`src/rtl/serial_byte_proc_pkg.sv`:
```
// Shared constants, FSM encoding and the byte transform for serial_byte_proc.
package serial_proc_pkg;

  localparam int unsigned BYTE_W = 8;

  localparam logic [1:0] MODE_PASS = 2'd0;
  localparam logic [1:0] MODE_ADD  = 2'd1;
  localparam logic [1:0] MODE_INV  = 2'd2;
  localparam logic [1:0] MODE_XOR  = 2'd3;

  typedef enum logic [1:0] {
    ST_IDLE  = 2'd0,
    ST_SEND  = 2'd1,
    ST_GUARD = 2'd2,
    ST_WAIT  = 2'd3
  } tx_state_e;

  // Byte transform applied at FIFO write time.
  function automatic logic [BYTE_W-1:0] byte_xform(
    input logic [1:0]        mode,
    input logic [BYTE_W-1:0] b,
    input logic [BYTE_W-1:0] add,
    input logic [BYTE_W-1:0] key
  );
    case (mode)
      MODE_ADD: byte_xform = BYTE_W'(b + add);
      MODE_INV: byte_xform = ~b;
      MODE_XOR: byte_xform = b ^ key;
      default:  byte_xform = b;
    endcase
  endfunction

endpackage

```
`src/rtl/serial_byte_proc_if.sv`:
```
// Receiver/transmitter handshake bundle.
//   rx_byte/rbyte_ready : byte strobe from the serial receiver
//   tx_sbyte/tx_send    : byte and send strobe to the transmitter
//   tx_busy             : transmitter busy
interface serial_byte_proc_if;
  import serial_proc_pkg::*;

  logic [BYTE_W-1:0] rx_byte;
  logic              rbyte_ready;
  logic [BYTE_W-1:0] tx_sbyte;
  logic              tx_send;
  logic              tx_busy;

  modport master (output rx_byte, output rbyte_ready, output tx_busy,
                  input  tx_sbyte, input tx_send);
  modport slave  (input  rx_byte, input rbyte_ready, input tx_busy,
                  output tx_sbyte, output tx_send);
endinterface

```
`src/rtl/serial_byte_proc_sync_fifo.sv`:
```
// Synchronous FIFO with registered read data.
//   push_i/din_i  : write request and data
//   pop_i/dout_o  : read request; dout_o updates on the edge after a pop
//   full_o/empty_o/level_o : occupancy status
// Push while full is accepted only when a pop happens in the same cycle.
module sync_fifo #(
  parameter int unsigned DEPTH = 16,
  parameter int unsigned WIDTH = 8
) (
  input  logic                     clk,
  input  logic                     rst_n,
  input  logic                     push_i,
  input  logic                     pop_i,
  input  logic [WIDTH-1:0]         din_i,
  output logic [WIDTH-1:0]         dout_o,
  output logic                     full_o,
  output logic                     empty_o,
  output logic [$clog2(DEPTH):0]   level_o
);
  localparam int unsigned AW = $clog2(DEPTH);
  localparam int unsigned LW = AW + 1;

  logic [WIDTH-1:0] mem [DEPTH];
  logic [AW-1:0]    wr_q, rd_q;
  logic [LW-1:0]    level_q;
  logic [WIDTH-1:0] dout_q;
  logic             push_ok, pop_ok;

  assign full_o  = (level_q == LW'(DEPTH));
  assign empty_o = (level_q == '0);
  assign pop_ok  = pop_i && !empty_o;
  assign push_ok = push_i && (!full_o || pop_ok);

  // Storage; not reset.
  always_ff @(posedge clk) begin
    if (push_ok) mem[wr_q] <= din_i;
  end

  // Pointers, occupancy and registered head.
  always_ff @(posedge clk or negedge rst_n) begin
    if (!rst_n) begin
      wr_q    <= '0;
      rd_q    <= '0;
      level_q <= '0;
      dout_q  <= '0;
    end else begin
      if (push_ok) wr_q <= wr_q + AW'(1);
      if (pop_ok) begin
        rd_q   <= rd_q + AW'(1);
        dout_q <= mem[rd_q];
      end
      case ({push_ok, pop_ok})
        2'b10:   level_q <= level_q + LW'(1);
        2'b01:   level_q <= level_q - LW'(1);
        default: level_q <= level_q;
      endcase
    end
  end

  assign dout_o  = dout_q;
  assign level_o = level_q;
endmodule

```
`src/rtl/serial_byte_proc.sv`:
```
// Buffered serial echo path: transforms received bytes, queues them, paces
// transmission on tx_busy, and drives a byte-selected LED blink window.
//   clk100/reset_n : clock, async active-low reset
//   bus            : rx strobe in, tx byte/send out, tx_busy in
//   mode           : transform select, sampled at write
//   cnt_clr_n/cnt_run : blink counter clear / enable
//   led, fifo_level, ovf_cnt : status outputs
module serial_byte_proc
  import serial_proc_pkg::*;
#(
  parameter int unsigned      DEPTH      = 16,
  parameter logic [BYTE_W-1:0] ADD_VAL   = 8'd1,
  parameter logic [BYTE_W-1:0] XOR_KEY   = 8'h55,
  parameter int unsigned      CNT_W      = 32,
  parameter int unsigned      LED_W      = 4,
  parameter int unsigned      SPEED_BITS = 2,
  parameter int unsigned      LED_TOP    = 27
) (
  input  logic                   clk100,
  input  logic                   reset_n,
  serial_byte_proc_if.slave      bus,
  input  logic [1:0]             mode,
  input  logic                   cnt_clr_n,
  input  logic                   cnt_run,
  output logic [LED_W-1:0]       led,
  output logic [$clog2(DEPTH):0] fifo_level,
  output logic [7:0]             ovf_cnt
);
  localparam int unsigned LED_LSB_TOP = LED_TOP - LED_W + 1;

  logic [1:0]            rst_sync_q;
  logic                  rst_n_int;
  tx_state_e             state_q;
  logic                  tx_send_q;
  logic [SPEED_BITS-1:0] speed_q;
  logic [CNT_W-1:0]      cnt_q;
  logic [7:0]            ovf_q;
  logic                  fifo_full, fifo_empty;
  logic                  pop_c, push_c, drop_c;
  logic [BYTE_W-1:0]     wr_byte_c, head_byte;

  // Reset asserts asynchronously, releases two edges later.
  always_ff @(posedge clk100 or negedge reset_n) begin
    if (!reset_n) rst_sync_q <= 2'b00;
    else          rst_sync_q <= {rst_sync_q[0], 1'b1};
  end
  assign rst_n_int = rst_sync_q[1];

  assign pop_c     = (state_q == ST_IDLE) && !fifo_empty && !bus.tx_busy;
  assign push_c    = bus.rbyte_ready && (!fifo_full || pop_c);
  assign drop_c    = bus.rbyte_ready && fifo_full && !pop_c;
  assign wr_byte_c = byte_xform(mode, bus.rx_byte, ADD_VAL, XOR_KEY);

  sync_fifo #(.DEPTH(DEPTH), .WIDTH(BYTE_W)) u_fifo (
    .clk     (clk100),
    .rst_n   (rst_n_int),
    .push_i  (push_c),
    .pop_i   (pop_c),
    .din_i   (wr_byte_c),
    .dout_o  (head_byte),
    .full_o  (fifo_full),
    .empty_o (fifo_empty),
    .level_o (fifo_level)
  );

  // Tx pacing FSM; GUARD absorbs the transmitter's busy-rise latency.
  always_ff @(posedge clk100 or negedge rst_n_int) begin
    if (!rst_n_int) begin
      state_q   <= ST_IDLE;
      tx_send_q <= 1'b0;
    end else begin
      tx_send_q <= 1'b0;
      case (state_q)
        ST_IDLE: if (pop_c) begin
          state_q   <= ST_SEND;
          tx_send_q <= 1'b1;
        end
        ST_SEND:  state_q <= ST_GUARD;
        ST_GUARD: state_q <= ST_WAIT;
        ST_WAIT:  if (!bus.tx_busy) state_q <= ST_IDLE;
        default:  state_q <= ST_IDLE;
      endcase
    end
  end

  // Speed select (raw byte, also on drops), overflow count and blink counter.
  always_ff @(posedge clk100 or negedge rst_n_int) begin
    if (!rst_n_int) begin
      speed_q <= '0;
      ovf_q   <= '0;
      cnt_q   <= '0;
    end else begin
      if (bus.rbyte_ready) speed_q <= bus.rx_byte[SPEED_BITS-1:0];
      if (drop_c && ovf_q != 8'hFF) ovf_q <= ovf_q + 8'd1;
      if (!cnt_clr_n)   cnt_q <= '0;
      else if (cnt_run) cnt_q <= cnt_q + CNT_W'(1);
    end
  end

  // Window slides toward the LSBs as speed grows.
  assign led = LED_W'(cnt_q >> (LED_LSB_TOP - 32'(speed_q)));

  assign bus.tx_sbyte = head_byte;
  assign bus.tx_send  = tx_send_q;
  assign ovf_cnt      = ovf_q;
endmodule

```
`src/flat_wrapper.sv`:
```
// flat-port wrapper written by rule: the top's interface ports become plain ports
module serial_byte_proc_flat import serial_proc_pkg::*;
#(
  parameter int unsigned      DEPTH      = 16,
  parameter logic [BYTE_W-1:0] ADD_VAL   = 8'd1,
  parameter logic [BYTE_W-1:0] XOR_KEY   = 8'h55,
  parameter int unsigned      CNT_W      = 32,
  parameter int unsigned      LED_W      = 4,
  parameter int unsigned      SPEED_BITS = 2,
  parameter int unsigned      LED_TOP    = 27
)
  (clk100, reset_n, mode, cnt_clr_n, cnt_run, led, fifo_level, ovf_cnt, bus_rx_byte, bus_rbyte_ready, bus_tx_busy, bus_tx_sbyte, bus_tx_send);
  serial_byte_proc_if bus_i ();
  input  logic clk100;
  input  logic reset_n;
  input  logic [1:0] mode;
  input  logic cnt_clr_n;
  input  logic cnt_run;
  output logic [LED_W-1:0] led;
  output logic [$clog2(DEPTH):0] fifo_level;
  output logic [7:0] ovf_cnt;
  input wire logic [$bits(bus_i.rx_byte)-1:0] bus_rx_byte;
  input wire logic [$bits(bus_i.rbyte_ready)-1:0] bus_rbyte_ready;
  input wire logic [$bits(bus_i.tx_busy)-1:0] bus_tx_busy;
  output wire logic [$bits(bus_i.tx_sbyte)-1:0] bus_tx_sbyte;
  output wire logic [$bits(bus_i.tx_send)-1:0] bus_tx_send;
  assign bus_i.rx_byte = bus_rx_byte;
  assign bus_i.rbyte_ready = bus_rbyte_ready;
  assign bus_i.tx_busy = bus_tx_busy;
  assign bus_tx_sbyte = bus_i.tx_sbyte;
  assign bus_tx_send = bus_i.tx_send;
  serial_byte_proc #(.DEPTH(DEPTH), .ADD_VAL(ADD_VAL), .XOR_KEY(XOR_KEY), .CNT_W(CNT_W), .LED_W(LED_W), .SPEED_BITS(SPEED_BITS), .LED_TOP(LED_TOP)) u_core (.clk100(clk100), .reset_n(reset_n), .bus(bus_i), .mode(mode), .cnt_clr_n(cnt_clr_n), .cnt_run(cnt_run), .led(led), .fifo_level(fifo_level), .ovf_cnt(ovf_cnt));
endmodule
```
`config.mk`:
```
export PLATFORM = sky130hd
export DESIGN_NAME = serial_byte_proc_flat
export DESIGN_NICKNAME = d
export VERILOG_FILES = /design/src/rtl/serial_byte_proc_pkg.sv /design/src/rtl/serial_byte_proc_if.sv /design/src/rtl/serial_byte_proc_sync_fifo.sv /design/src/rtl/serial_byte_proc.sv /design/src/flat_wrapper.sv
export SDC_FILE = /design/constraint.sdc
export NUM_CORES = 1
export LEC_CHECK = 0
export CELL_PAD_IN_SITES_DETAIL_PLACEMENT = 2
export CELL_PAD_IN_SITES_GLOBAL_PLACEMENT = 2
export CORE_ASPECT_RATIO = 0.7
export CORE_MARGIN = 2
export CORE_UTILIZATION = 45
export CTS_BUF_LIST = sky130_fd_sc_hd__clkbuf_2 sky130_fd_sc_hd__clkbuf_4 sky130_fd_sc_hd__clkbuf_8
export CTS_CLUSTER_SIZE = 40
export DETAILED_ROUTE_END_ITERATION = 12
export PLACE_DENSITY_LB_ADDON = 0.1
export RECOVER_POWER = 100
export REMOVE_ABC_BUFFERS = 1
export SETUP_SLACK_MARGIN = 0.1
export SYNTH_ARGS = -nofsm -noshare
export SYNTH_HDL_FRONTEND = slang
export SYNTH_HIERARCHICAL = 1
export SYNTH_SLANG_ARGS = --single-unit
```
`constraint.sdc`:
```
create_clock -name clk100 -period 4.4 [get_ports clk100]
set_input_delay 0.44 -clock clk100 [delete_from_list [all_inputs] [get_ports clk100]]
set_output_delay 0.44 -clock clk100 [all_outputs]
set_load 0.05 [all_outputs]
```
==> results of run 1 <==
## worst max-delay path by stage
stage	start	endpoint	slack, ps	cells after the start
after global routing	u_core/u_fifo/level_o[0]$_DFFE_PN0P_	u_core/u_fifo/level_o[4]$_DFFE_PN0P_	410	12
final	u_core/u_fifo/level_o[0]$_DFFE_PN0P_	u_core/u_fifo/level_o[4]$_DFFE_PN0P_	590	12
after floorplan	u_core/u_fifo/level_o[0]$_DFFE_PN0P_	u_core/u_fifo/level_o[4]$_DFFE_PN0P_	720	11
after detailed placement	bus_tx_busy	u_core/u_fifo/level_o[4]$_DFFE_PN0P_	620	11
after CTS	u_core/u_fifo/level_o[3]$_DFFE_PN0P_	u_core/u_fifo/level_o[4]$_DFFE_PN0P_	680	12
after global placement	bus_tx_busy	u_core/u_fifo/level_o[4]$_DFFE_PN0P_	830	11
## power breakdown
part,switching [W],leakage [nW],internal (W)
Combinational,0.00100,1.32,0.000686
Clock,0.000772,0.214,0.000447
Sequential,0.000265,2.04,0.00223
## cell usage in the layout, fill, tap and decap left out, drive strengths merged, types with 2 or more instances in the layout
cell           Yosys  routed
a21oi             25      25
a31oi              2       2
and2              19      19
and3               7       7
and4               3       3
buf               18       2
clkbuf             9      23
clkdlybuf4s50      0      10
clkinv             0       9
dfrtp             67      67
dlygate4sd3        0      31
edfxtp           128     128
ha                16      16
inv               17      23
mux2               9       9
mux2i             31      31
mux4              32      32
nand2             47      47
nand2b            10      10
nand3             12      12
nand4             10      10
nor2              21      21
nor2b              4       4
nor3               5       5
nor3b              2       2
nor4               9       9
o211ai             2       2
o21a               2       2
o21ai             14      14
o221ai             8       8
o31ai             10      10
or2                3       3
or3                3       3
or4               11      11
xnor2             19      19
xor2              13      13
## state kept, by name, indices dropped and copies added (netlist names)
name and count:
u_core/u_fifo/dout_o 8, u_core/u_fifo/mem 128, u_core/bus.tx_send 1, u_core/u_fifo/wr_q 4, u_core/speed_q 2, u_core/state_q 2
u_core/cnt_q 31, u_core/rst_sync_q 2, u_core/u_fifo/level_o 5, u_core/ovf_cnt 8, u_core/u_fifo/rd_q 4
## layout make-up
| class | count | area, um2 | share of cell area (%) |
|---|---|---|---|
| sequential | 195 | 5522 | 56.25 |
| multi-input combinational | 361 | 3012 | 30.68 |
| timing repair buffer | 49 | 447.9 | 4.563 |
| tap | 264 | 330.3 | 3.365 |
| clock buffer | 17 | 234.0 | 2.384 |
| clock inverter | 15 | 203.9 | 2.078 |
| inverter | 17 | 63.81 | 0.6501 |
| antenna | 1 | 2.502 | 0.02549 |
## cells by family after synthesis
kind of cell             synth area share (%)
buffers and inverters                   2.270
AND/OR/NAND/NOR                         10.78
XOR/XNOR                                3.198
adder cells (fa/ha/maj)                 2.512
flip-flops                              62.98
AO/OA/AOI/OAI                           5.211
other                                 0.04279
multiplexers                            13.01
## per-layer routing
layer / share of wire (%) / routed length, um / vias to the layer above / track usage, %
met4: 1.9 / 444 / 0 / 6.677
met3: 4.1 / 957 / 29 / 5.270
met1: 45 / 10560 / 2895 / 34.19
met5: 0 / 0 / - / 0
li1: - / - / 2356 / -
met2: 49 / 11570 / 120 / 40.49
## metrics by stage
| stage | area, um2 | std cells | util [%] |
|---|---|---|---|
| 2_1_floorplan | 8630 | 573 | - |
| 3_3_place_gp | 9433 | 886 | 49.72 |
| 3_5_place_dp | 9433 | 886 | 49.72 |
| 4_1_cts | 9871 | 918 | 52.03 |
| 5_1_grt | 9816 | 919 | 51.74 |
| 6_report | 9816 | 919 | 51.74 |
==> impl_metrics.env, run 1 <==
export IMPL_ant_nets=0
export IMPL_rsz0062_at_grt="false"
export IMPL_route_detailed_drc=0
export IMPL_layout_drive_gt1_share_pct=12.84
export IMPL_synth_distinct_cells=58
export IMPL_wl_per_cell_um=25.61
export IMPL_cts_sinks=195
export IMPL_initial_core_util_pct=46.20
export IMPL_fp_dieH_um=120.8
export IMPL_io_buffers=41
export IMPL_status="finished with violations"
export IMPL_die_area_um2=20630
export IMPL_wl_um=23530
export IMPL_die_w_um=170.8
export IMPL_slowest_stage="or4_1"
export IMPL_worstSetupPathType="reg2reg"
export IMPL_drv_slew=85
export IMPL_area_growth_pct=11.99
export IMPL_n_fill_cell=1747
export IMPL_synth_area_um2=8765
export IMPL_max_stage_delay_ps=570
export IMPL_ir_drop_mv=0.2064
export IMPL_crit_chain="or4_1, nor2_1, or3b_2, inv_1, o21ai_2, nor2_1, ha_1, nor2b_1, o21a_1, or2_0, o32a_1, o211ai_1"
export IMPL_fmax_mhz=262.6
export IMPL_hold_violations=0
export IMPL_postCtsSetupRepairBufs=0
export IMPL_p_leak_nw=3.577
export IMPL_path_max_fanout=13
export IMPL_overflow=0
export IMPL_p_per_area_nw_per_um2=550.1
export IMPL_gp_congestion=0.7688
export IMPL_grt_pass1_vias=5965
export IMPL_yosysTopAreaCellShare_pct=43.85
export IMPL_reg2reg_to="u_core/u_fifo/level_o[4]$_DFFE_PN0P_"
export IMPL_numCtsBuffers=17
export IMPL_post_cts_resized=0
export IMPL_cts_tree="built"
export IMPL_grt_max_degree=38
export IMPL_ys_warn_count=6
export IMPL_end_kind="register"
export IMPL_synth_edf_count=128
export IMPL_postSynthCellCount=600
export IMPL_grt_util_all_layers_pct=24.88
export IMPL_required_ps=4800
export IMPL_maxSlewHeadroom_pct=-24.63
export IMPL_grt_first_pass_wirelength_um=37030
export IMPL_worst_r2r_cell_count=12
export IMPL_hold_slack_ps=158.7
export IMPL_core_um2=18970
export IMPL_setup_ws_ps=591.5
export IMPL_antenna_found_initial=1
export IMPL_finClkSkew_ps=18.02
export IMPL_nNetsFinal=674
export IMPL_ctsHoldBuffers=0
export IMPL_setup_violations_final=0
export IMPL_syn_avg_cell_area_um2=14.61
export IMPL_synth_top_cells_by_count="edfxtp_1 (128), dfrtp_1 (67), nand2_1 (47), mux4_2 (32), mux2i_1 (31)"
export IMPL_path_clk_slew_ps=120
export IMPL_rows=42
export IMPL_synthFlopType="edfxtp_1"
export IMPL_seq_area_frac_synth_pct=62.98
export IMPL_violations="capacitance limit, slew limit"
export IMPL_clkLatencyLatePin_ps=490
export IMPL_finalPower_w=0.005399
export IMPL_reg2reg_from="u_core/u_fifo/level_o[0]$_DFFE_PN0P_"
export IMPL_regToRegSetupSlack_ps=590
export IMPL_clock_path_buffers=2
export IMPL_synth_most_common_cell="edfxtp_1"
export IMPL_min_period_ps=3808
export IMPL_h_tree_depth=4
export IMPL_worst_path_most_repeated_cell="nor2_1"
export IMPL_synth_seq_cells=195
export IMPL_via_count=5400
export IMPL_drt_first_pass_iters=5
export IMPL_dp_slack_ps=622.6
export IMPL_critPathBufInv=1
export IMPL_finalCritPeriodShare_pct=86.56
export IMPL_dp_hpwl_um=16210
export IMPL_ys_async_sr_fraction_pct=34.36
export IMPL_ios=42
export IMPL_vias_per_cell=5.876
export IMPL_tns_ps=0
export IMPL_startpoint_type="register"
export IMPL_holdCritPathClass="in2async"
export IMPL_clock_tree_root_cell="clkbuf_8"
export IMPL_crit_family="simple AND/OR/NAND/NOR gates"
export IMPL_yosysTopAreaCell="edfxtp_1"
export IMPL_synth_area_leaders="edfxtp_1 (44%), dfrtp_1 (19%), mux4_2 (8.2%), mux2i_1 (3.5%), ha_1 (2.3%)"
export IMPL_cp_arrival_ps=4210
export IMPL_worstMarginPinSlew_ps=1869
export IMPL_drt_iter0_markers=495
export IMPL_cap_violations=3
Note: power is estimated with default switching activity, not from simulation.
==> run 2, diff against run 1 <==
--- a/config.mk
+++ b/config.mk
@@ -5,11 +5,12 @@
 export SDC_FILE = /design/constraint.sdc
 export NUM_CORES = 1
 export LEC_CHECK = 0
+export ABC_AREA = 1
 export CELL_PAD_IN_SITES_DETAIL_PLACEMENT = 2
 export CELL_PAD_IN_SITES_GLOBAL_PLACEMENT = 2
 export CORE_ASPECT_RATIO = 0.7
 export CORE_MARGIN = 2
-export CORE_UTILIZATION = 45
+export CORE_UTILIZATION = 43
 export CTS_BUF_LIST = sky130_fd_sc_hd__clkbuf_2 sky130_fd_sc_hd__clkbuf_4 sky130_fd_sc_hd__clkbuf_8
 export CTS_CLUSTER_SIZE = 40
 export DETAILED_ROUTE_END_ITERATION = 12
==> run 2 against run 1 <==
The flow still finishes with violations (capacitance limit, slew limit). Non-clock buffer count rose by 3. Clock-buffer cell count rose by 2. Maximum frequency rose by 1.5%. Utilization fell by 3.5 points. Power rose by 13%. Global-route usage rose by 4.3 points. Sequential cell count did not move. Worst setup slack improved by 56 ps. Worst hold slack improved by 22 ps. Area after synthesis rose by 11%. Sequential share of layout area fell by 4.0 points. Critical endpoint is now led[1]. Largest power group is now combinational logic.
==> impl_metrics.env, run 2 <==
export IMPL_worstMarginPinSlew_ps=1777
export IMPL_rsz0062_at_grt="false"
export IMPL_synth_area_leaders="edfxtp_1 (40%), dfrtp_1 (17%), nand2_1 (13%), nand3_1 (5.6%), inv_1 (4.9%)"
export IMPL_core_um2=21900
export IMPL_synth_area_um2=9713
export IMPL_yosysTopAreaCell="edfxtp_1"
export IMPL_die_area_um2=23830
export IMPL_grt_pass1_vias=8350
export IMPL_ant_nets=0
export IMPL_crit_chain="inv_1, ha_1, inv_1, o21ai_0, o21a_1, dlygate4sd3_1"
export IMPL_layout_drive_gt1_share_pct=5.957
export IMPL_hold_violations=0
export IMPL_ir_drop_mv=0.3794
export IMPL_area_growth_pct=8.888
export IMPL_syn_avg_cell_area_um2=9.198
export IMPL_min_period_ps=3752
export IMPL_synth_most_common_cell="nand2_1"
export IMPL_via_count=7638
export IMPL_crit_family="buffers and inverters"
export IMPL_largest_register="u_core/u_fifo/mem"
export IMPL_ctsHoldBuffers=0
export IMPL_clock_tree_root_cell="clkbuf_8"
export IMPL_setup_violations_final=0
export IMPL_cts_sinks=195
export IMPL_wl_met1_um=15650
export IMPL_slowest_stage="dlygate4sd3_1"
export IMPL_status="finished with violations"
export IMPL_postSynthCellCount=1056
export IMPL_synth_distinct_cells=43
export IMPL_dp_cells=1358
export IMPL_drt_iter0_markers=573
export IMPL_overflow=0
export IMPL_synth_seq_cells=195
export IMPL_n_fill_cell=2396
export IMPL_cts_tree="built"
export IMPL_clock_path_buffers=2
export IMPL_cap_violations=3
export IMPL_synth_top_cells_by_count="nand2_1 (329), edfxtp_1 (128), inv_1 (127), nand3_1 (108), nor2_1 (71)"
export IMPL_cp_arrival_ps=3310
export IMPL_wl_met2_um=15120
export IMPL_seq_area_frac_synth_pct=56.83
export IMPL_drt_first_pass_iters=4
export IMPL_top_layer_used="met4"
export IMPL_p_leak_nw=4.584
export IMPL_worstSetupPathType="reg2out"
export IMPL_p_per_area_nw_per_um2=574.6
export IMPL_startpoint_type="register"
export IMPL_multiInputGateArea_um2=3297
export IMPL_vias_per_cell=5.491
export IMPL_route_detailed_drc=0
export IMPL_setup_ws_ps=647.6
export IMPL_synthFlopType="edfxtp_1"
export IMPL_finClkSkew_ps=12.35
export IMPL_ff_latch_area_um2=5522
export IMPL_largest_registers="u_core/u_fifo/mem: 128 flops, u_core/cnt_q: 31 flops"
export IMPL_layout_common_cells="nand2_1 (335), inv_1 (131), edfxtp_1 (128)"
export IMPL_h_tree_depth=4
export IMPL_wl_per_cell_um=23.39
export IMPL_layout_cells_most_common="nand2_1"
export IMPL_required_ps=3960
export IMPL_worst_path_most_repeated_cell="inv_1"
export IMPL_postCtsSetupRepairBufs=0
export IMPL_rows=45
export IMPL_critPathBufInv=3
export IMPL_wl_um=32530
export IMPL_violations="capacitance limit, slew limit"
export IMPL_dp_hpwl_um=23400
export IMPL_io_buffers=41
export IMPL_end_kind="primary output"
export IMPL_post_cts_resized=0
export IMPL_ys_async_sr_fraction_pct=34.36
export IMPL_nNetsFinal=1128
export IMPL_antenna_found_initial=1
export IMPL_synth_edf_count=128
export IMPL_fp_dieH_um=129.7
export IMPL_gp_congestion=0.8287
export IMPL_tns_ps=0
export IMPL_ios=42
export IMPL_grt_util_all_layers_pct=29.18
export IMPL_grt_max_degree=75
export IMPL_path_max_fanout=15
export IMPL_max_stage_delay_ps=890
export IMPL_finalCritPeriodShare_pct=85.28
export IMPL_numCtsBuffers=17
export IMPL_maxSlewHeadroom_pct=-19.34
export IMPL_largest_reg_flops=128
export IMPL_clkLatencyLatePin_ps=490
export IMPL_drv_slew=51
export IMPL_initial_core_util_pct=44.35
export IMPL_path_clk_slew_ps=110
export IMPL_holdCritPathClass="in2async"
export IMPL_die_w_um=183.6
export IMPL_dp_slack_ps=1150
export IMPL_wl_met3_um=1377
export IMPL_ys_warn_count=6
export IMPL_grt_first_pass_wirelength_um=50920
export IMPL_fmax_mhz=266.5
export IMPL_yosysTopAreaCellShare_pct=39.57
export IMPL_final_cells=1391
run 2: final timing paths:
kind | startpoint | end | slack [ps] | cells after the start
hold reg to reg | u_core/rst_sync_q[0]$_DFF_PN0_ | u_core/rst_sync_q[1]$_DFF_PN0_ | 380 | 0
setup / recovery | u_core/speed_q[0]$_DFFE_PN0P_ | led[1] | 650 | 6
setup reg to reg | u_core/u_fifo/level_o[0]$_DFFE_PN0P_ | u_core/u_fifo/mem[3][1]$_DFFE_PP_ | 1140 | 10
hold / removal | reset_n | u_core/rst_sync_q[1]$_DFF_PN0_ | 180 | 1
max in group asynchronous | u_core/rst_sync_q[1]$_DFF_PN0_ | u_core/u_fifo/rd_q[0]$_DFFE_PN0N_ | 2690 | 1
min in group clk100 | u_core/rst_sync_q[0]$_DFF_PN0_ | u_core/rst_sync_q[1]$_DFF_PN0_ | 380 | 0
run 2: worst reg2reg max path, cell delays in order, from the launching register on:
cell	delay (ps)
dfrtp_1	450
nor2_1	110
nand3_1	130
inv_1	50
nor2_1	150
nand2_1	140
a21boi_0	380
o21ai_0	280
inv_1	240
nand2_1	240
nor2_1	720
run 2: per-stage QoR:
step	instance area, um2	hold slack [ps]	power [W]	util [%]
after floorplan	9468	144.4	0.003894	-
after global placement	10340	237.9	0.004734	47.22
after CTS	10750	84.85	0.006172	49.07
after detailed placement	10340	240.7	0.004908	47.22
final	10580	180.9	0.006078	48.29
after global routing	10570	160.8	0.006424	48.28
run 2: logic make-up after synthesis:
logic type	Yosys count	share of synthesized area, %
compound gates	85	4.985
xor+xnor	24	2.241
fa+ha+maj	17	2.267
buf+inv	171	7.922
flops	195	56.83
other cells	1	0.03861
simple gates	563	25.71
run 2: cell type report:
type	instances	share of cell area, %
Sequential cell	195	52.21
Multi-Input combinational cell	690	31.17
Inverter	139	4.945
Timing Repair Buffer	52	4.484
Tap cell	282	3.336
Clock buffer	19	2.413
Clock inverter	13	1.420
Antenna cell	1	0.02366
run 2: power breakdown:
| group | internal (W) | leakage (nW) | switching (W) |
|---|---|---|---|
| logic | 0.000624 | 2.35 | 0.00181 |
| clock network | 0.000538 | 0.202 | 0.000696 |
| registers | 0.00222 | 2.03 | 0.000183 |
run 2: per-layer routing:
| metal | vias up | track usage, % |
|---|---|---|
| met1 | 3965 | 41.89 |
| met5 | - | 0 |
| li1 | 3477 | - |
| met4 | 0 | 6.871 |
| met2 | 164 | 46.57 |
| met3 | 32 | 5.191 |
==> run 3, diff against run 2 <==
--- a/config.mk
+++ b/config.mk
@@ -10,7 +10,7 @@
 export CELL_PAD_IN_SITES_GLOBAL_PLACEMENT = 2
 export CORE_ASPECT_RATIO = 0.7
 export CORE_MARGIN = 2
-export CORE_UTILIZATION = 43
+export CORE_UTILIZATION = 40
 export CTS_BUF_LIST = sky130_fd_sc_hd__clkbuf_2 sky130_fd_sc_hd__clkbuf_4 sky130_fd_sc_hd__clkbuf_8
 export CTS_CLUSTER_SIZE = 40
 export DETAILED_ROUTE_END_ITERATION = 12
==> constraint.sdc (replaced) <==
create_clock -name clk100 -period 4.25 [get_ports clk100]
set_input_delay 0.425 -clock clk100 [delete_from_list [all_inputs] [get_ports clk100]]
set_output_delay 0.425 -clock clk100 [all_outputs]
set_load 0.05 [all_outputs]
==> run 3 against run 2 <==
Register-to-register slack worse by 80 ps. Clock skew hardly changed. Clock power is 9% higher. Critical endpoint unchanged. Final area is 0.53% higher. Wire length is 8.9% lower. The run still ends with capacitance limit, slew limit left. Final cell count is 2.4% higher. Sequential cell count stayed put. Worst setup slack better by 16 ps.
==> impl_metrics.env, run 3 (same netlist as run 2, synthesis figures left out) <==
export IMPL_status="finished with violations"
export IMPL_violations="capacitance limit, slew limit"
export IMPL_worstMarginPinSlew_ps=2968
export IMPL_numCtsBuffers=17
export IMPL_vias_per_cell=5.127
export IMPL_cts_sinks=195
export IMPL_finClkSkew_ps=12.73
export IMPL_ios=42
export IMPL_grt_pass1_vias=7912
export IMPL_ctsHoldBuffers=0
export IMPL_drt_first_pass_iters=5
export IMPL_h_tree_depth=4
export IMPL_ant_nets=0
export IMPL_holdCritPathClass="in2async"
export IMPL_area_growth_pct=9.468
export IMPL_setup_violations_final=0
export IMPL_top_usage_layer="met1"
export IMPL_end_kind="primary output"
export IMPL_crit_family="buffers and inverters"
export IMPL_max_stage_delay_ps=860
export IMPL_initial_core_util_pct=40.88
export IMPL_nNetsFinal=1127
export IMPL_rows=47
export IMPL_slowest_stage="dlygate4sd3_1"
export IMPL_post_route_util_pct=44.75
export IMPL_grt_util_all_layers_pct=24.75
export IMPL_required_ps=3830
export IMPL_tns_ps=0
export IMPL_worst_path_most_repeated_cell="inv_1"
export IMPL_grt_use_met3_pct=4.919
export IMPL_die_w_um=190.3
export IMPL_layout_cells_most_common="nand2_1"
export IMPL_drt_iter0_markers=514
export IMPL_layout_drive_gt1_share_pct=5.601
export IMPL_largest_register="u_core/u_fifo/mem"
export IMPL_critPathBufInv=3
export IMPL_cts_tree="built"
export IMPL_gp_congestion=0.8061
export IMPL_path_clk_slew_ps=100
export IMPL_worstSetupPathType="reg2out"
export IMPL_via_count=7306
export IMPL_clock_tree_root_cell="clkbuf_8"
export IMPL_layout_common_cells="nand2_1 (335), inv_1 (131), edfxtp_1 (128)"
export IMPL_core_um2=23760
export IMPL_clock_path_buffers=2
export IMPL_antenna_found_initial=1
export IMPL_route_detailed_drc=0
export IMPL_grt_first_pass_wirelength_um=47120
export IMPL_hold_violations=0
export IMPL_use_met2_pct=36.23
export IMPL_min_period_ps=3586
export IMPL_ir_drop_mv=0.4111
export IMPL_fmax_mhz=278.8
export IMPL_crit_chain="inv_1, ha_1, inv_1, o21ai_0, o21a_1, dlygate4sd3_1"
export IMPL_drv_slew=66
export IMPL_post_cts_resized=0
export IMPL_finalCritPeriodShare_pct=84.38
export IMPL_path_max_fanout=15
export IMPL_startpoint_type="register"
export IMPL_clkLatencyLatePin_ps=480
export IMPL_cap_violations=1
export IMPL_rsz0062_at_grt="false"
export IMPL_wl_per_cell_um=20.81
export IMPL_io_buffers=41
export IMPL_met1_usage_pct=38.01
export IMPL_diodes=0
export IMPL_wl_um=29650
export IMPL_cp_arrival_ps=3160
export IMPL_maxSlewHeadroom_pct=-97.88
export IMPL_fp_dieH_um=134.4
export IMPL_overflow=0
export IMPL_postCtsSetupRepairBufs=0
export IMPL_largest_reg_flops=128
export IMPL_dp_hpwl_um=21450
export IMPL_grt_max_degree=75
export IMPL_die_area_um2=25560
export IMPL_p_leak_nw=4.583
export IMPL_largest_registers="u_core/u_fifo/mem: 128 flops, u_core/cnt_q: 31 flops"
export IMPL_p_per_area_nw_per_um2=585.2
## run 3: routing by layer
layer  up-vias  routed length (um)
met5         -                  13
met4         2                 206
met3        18                1085
met2        99               12910
met1      3715               15430
li1       3472                   -
## run 3: layout make-up
cell class	instances	area (um2)
multi-input combinational	690	3299
inverter	139	523.0
sequential	195	5522
timing repair buffer	51	459.2
fill	2632	13130
clock buffer	18	247.7
clock inverter	14	183.9
tap	318	397.9
## run 3: worst paths after layout
path	slack, ps	start	depth (start not counted)	to
max	660	u_core/speed_q[0]$_DFFE_PN0P_	6	led[1]
min	160	reset_n	1	u_core/rst_sync_q[0]$_DFF_PN0_
max reg2reg	1060	u_core/u_fifo/level_o[0]$_DFFE_PN0P_	10	u_core/u_fifo/mem[11][3]$_DFFE_PP_
min reg2reg	370	u_core/rst_sync_q[0]$_DFF_PN0_	0	u_core/rst_sync_q[1]$_DFF_PN0_
max in group asynchronous	1090	u_core/rst_sync_q[1]$_DFF_PN0_	0	u_core/u_fifo/rd_q[0]$_DFFE_PN0N_
min in group clk100	370	u_core/rst_sync_q[0]$_DFF_PN0_	0	u_core/rst_sync_q[1]$_DFF_PN0_
## run 3: report_power, final
group / total (W) / leakage, nW / internal [W] / switching (W)
Combinational: 0.00239 / 2.34 / 0.000637 / 0.00175
Sequential: 0.00250 / 2.03 / 0.00230 / 0.000196
Clock: 0.00134 / 0.210 / 0.000653 / 0.000688
## run 3: metrics by stage
stage          area (um2)  instances  total power [W]  setup slack (ps)  hold WS [ps]
2_1_floorplan        9468       1024         0.004031              1507         129.4
3_3_place_gp        10360       1393         0.004890              1260         340.6
3_5_place_dp        10360       1393         0.004996              1027         336.3
4_1_cts             10790       1425         0.006350             780.8         66.82
5_1_grt             10630       1425         0.006622             335.5         132.2
6_report            10630       1425         0.006222             663.7         162.8
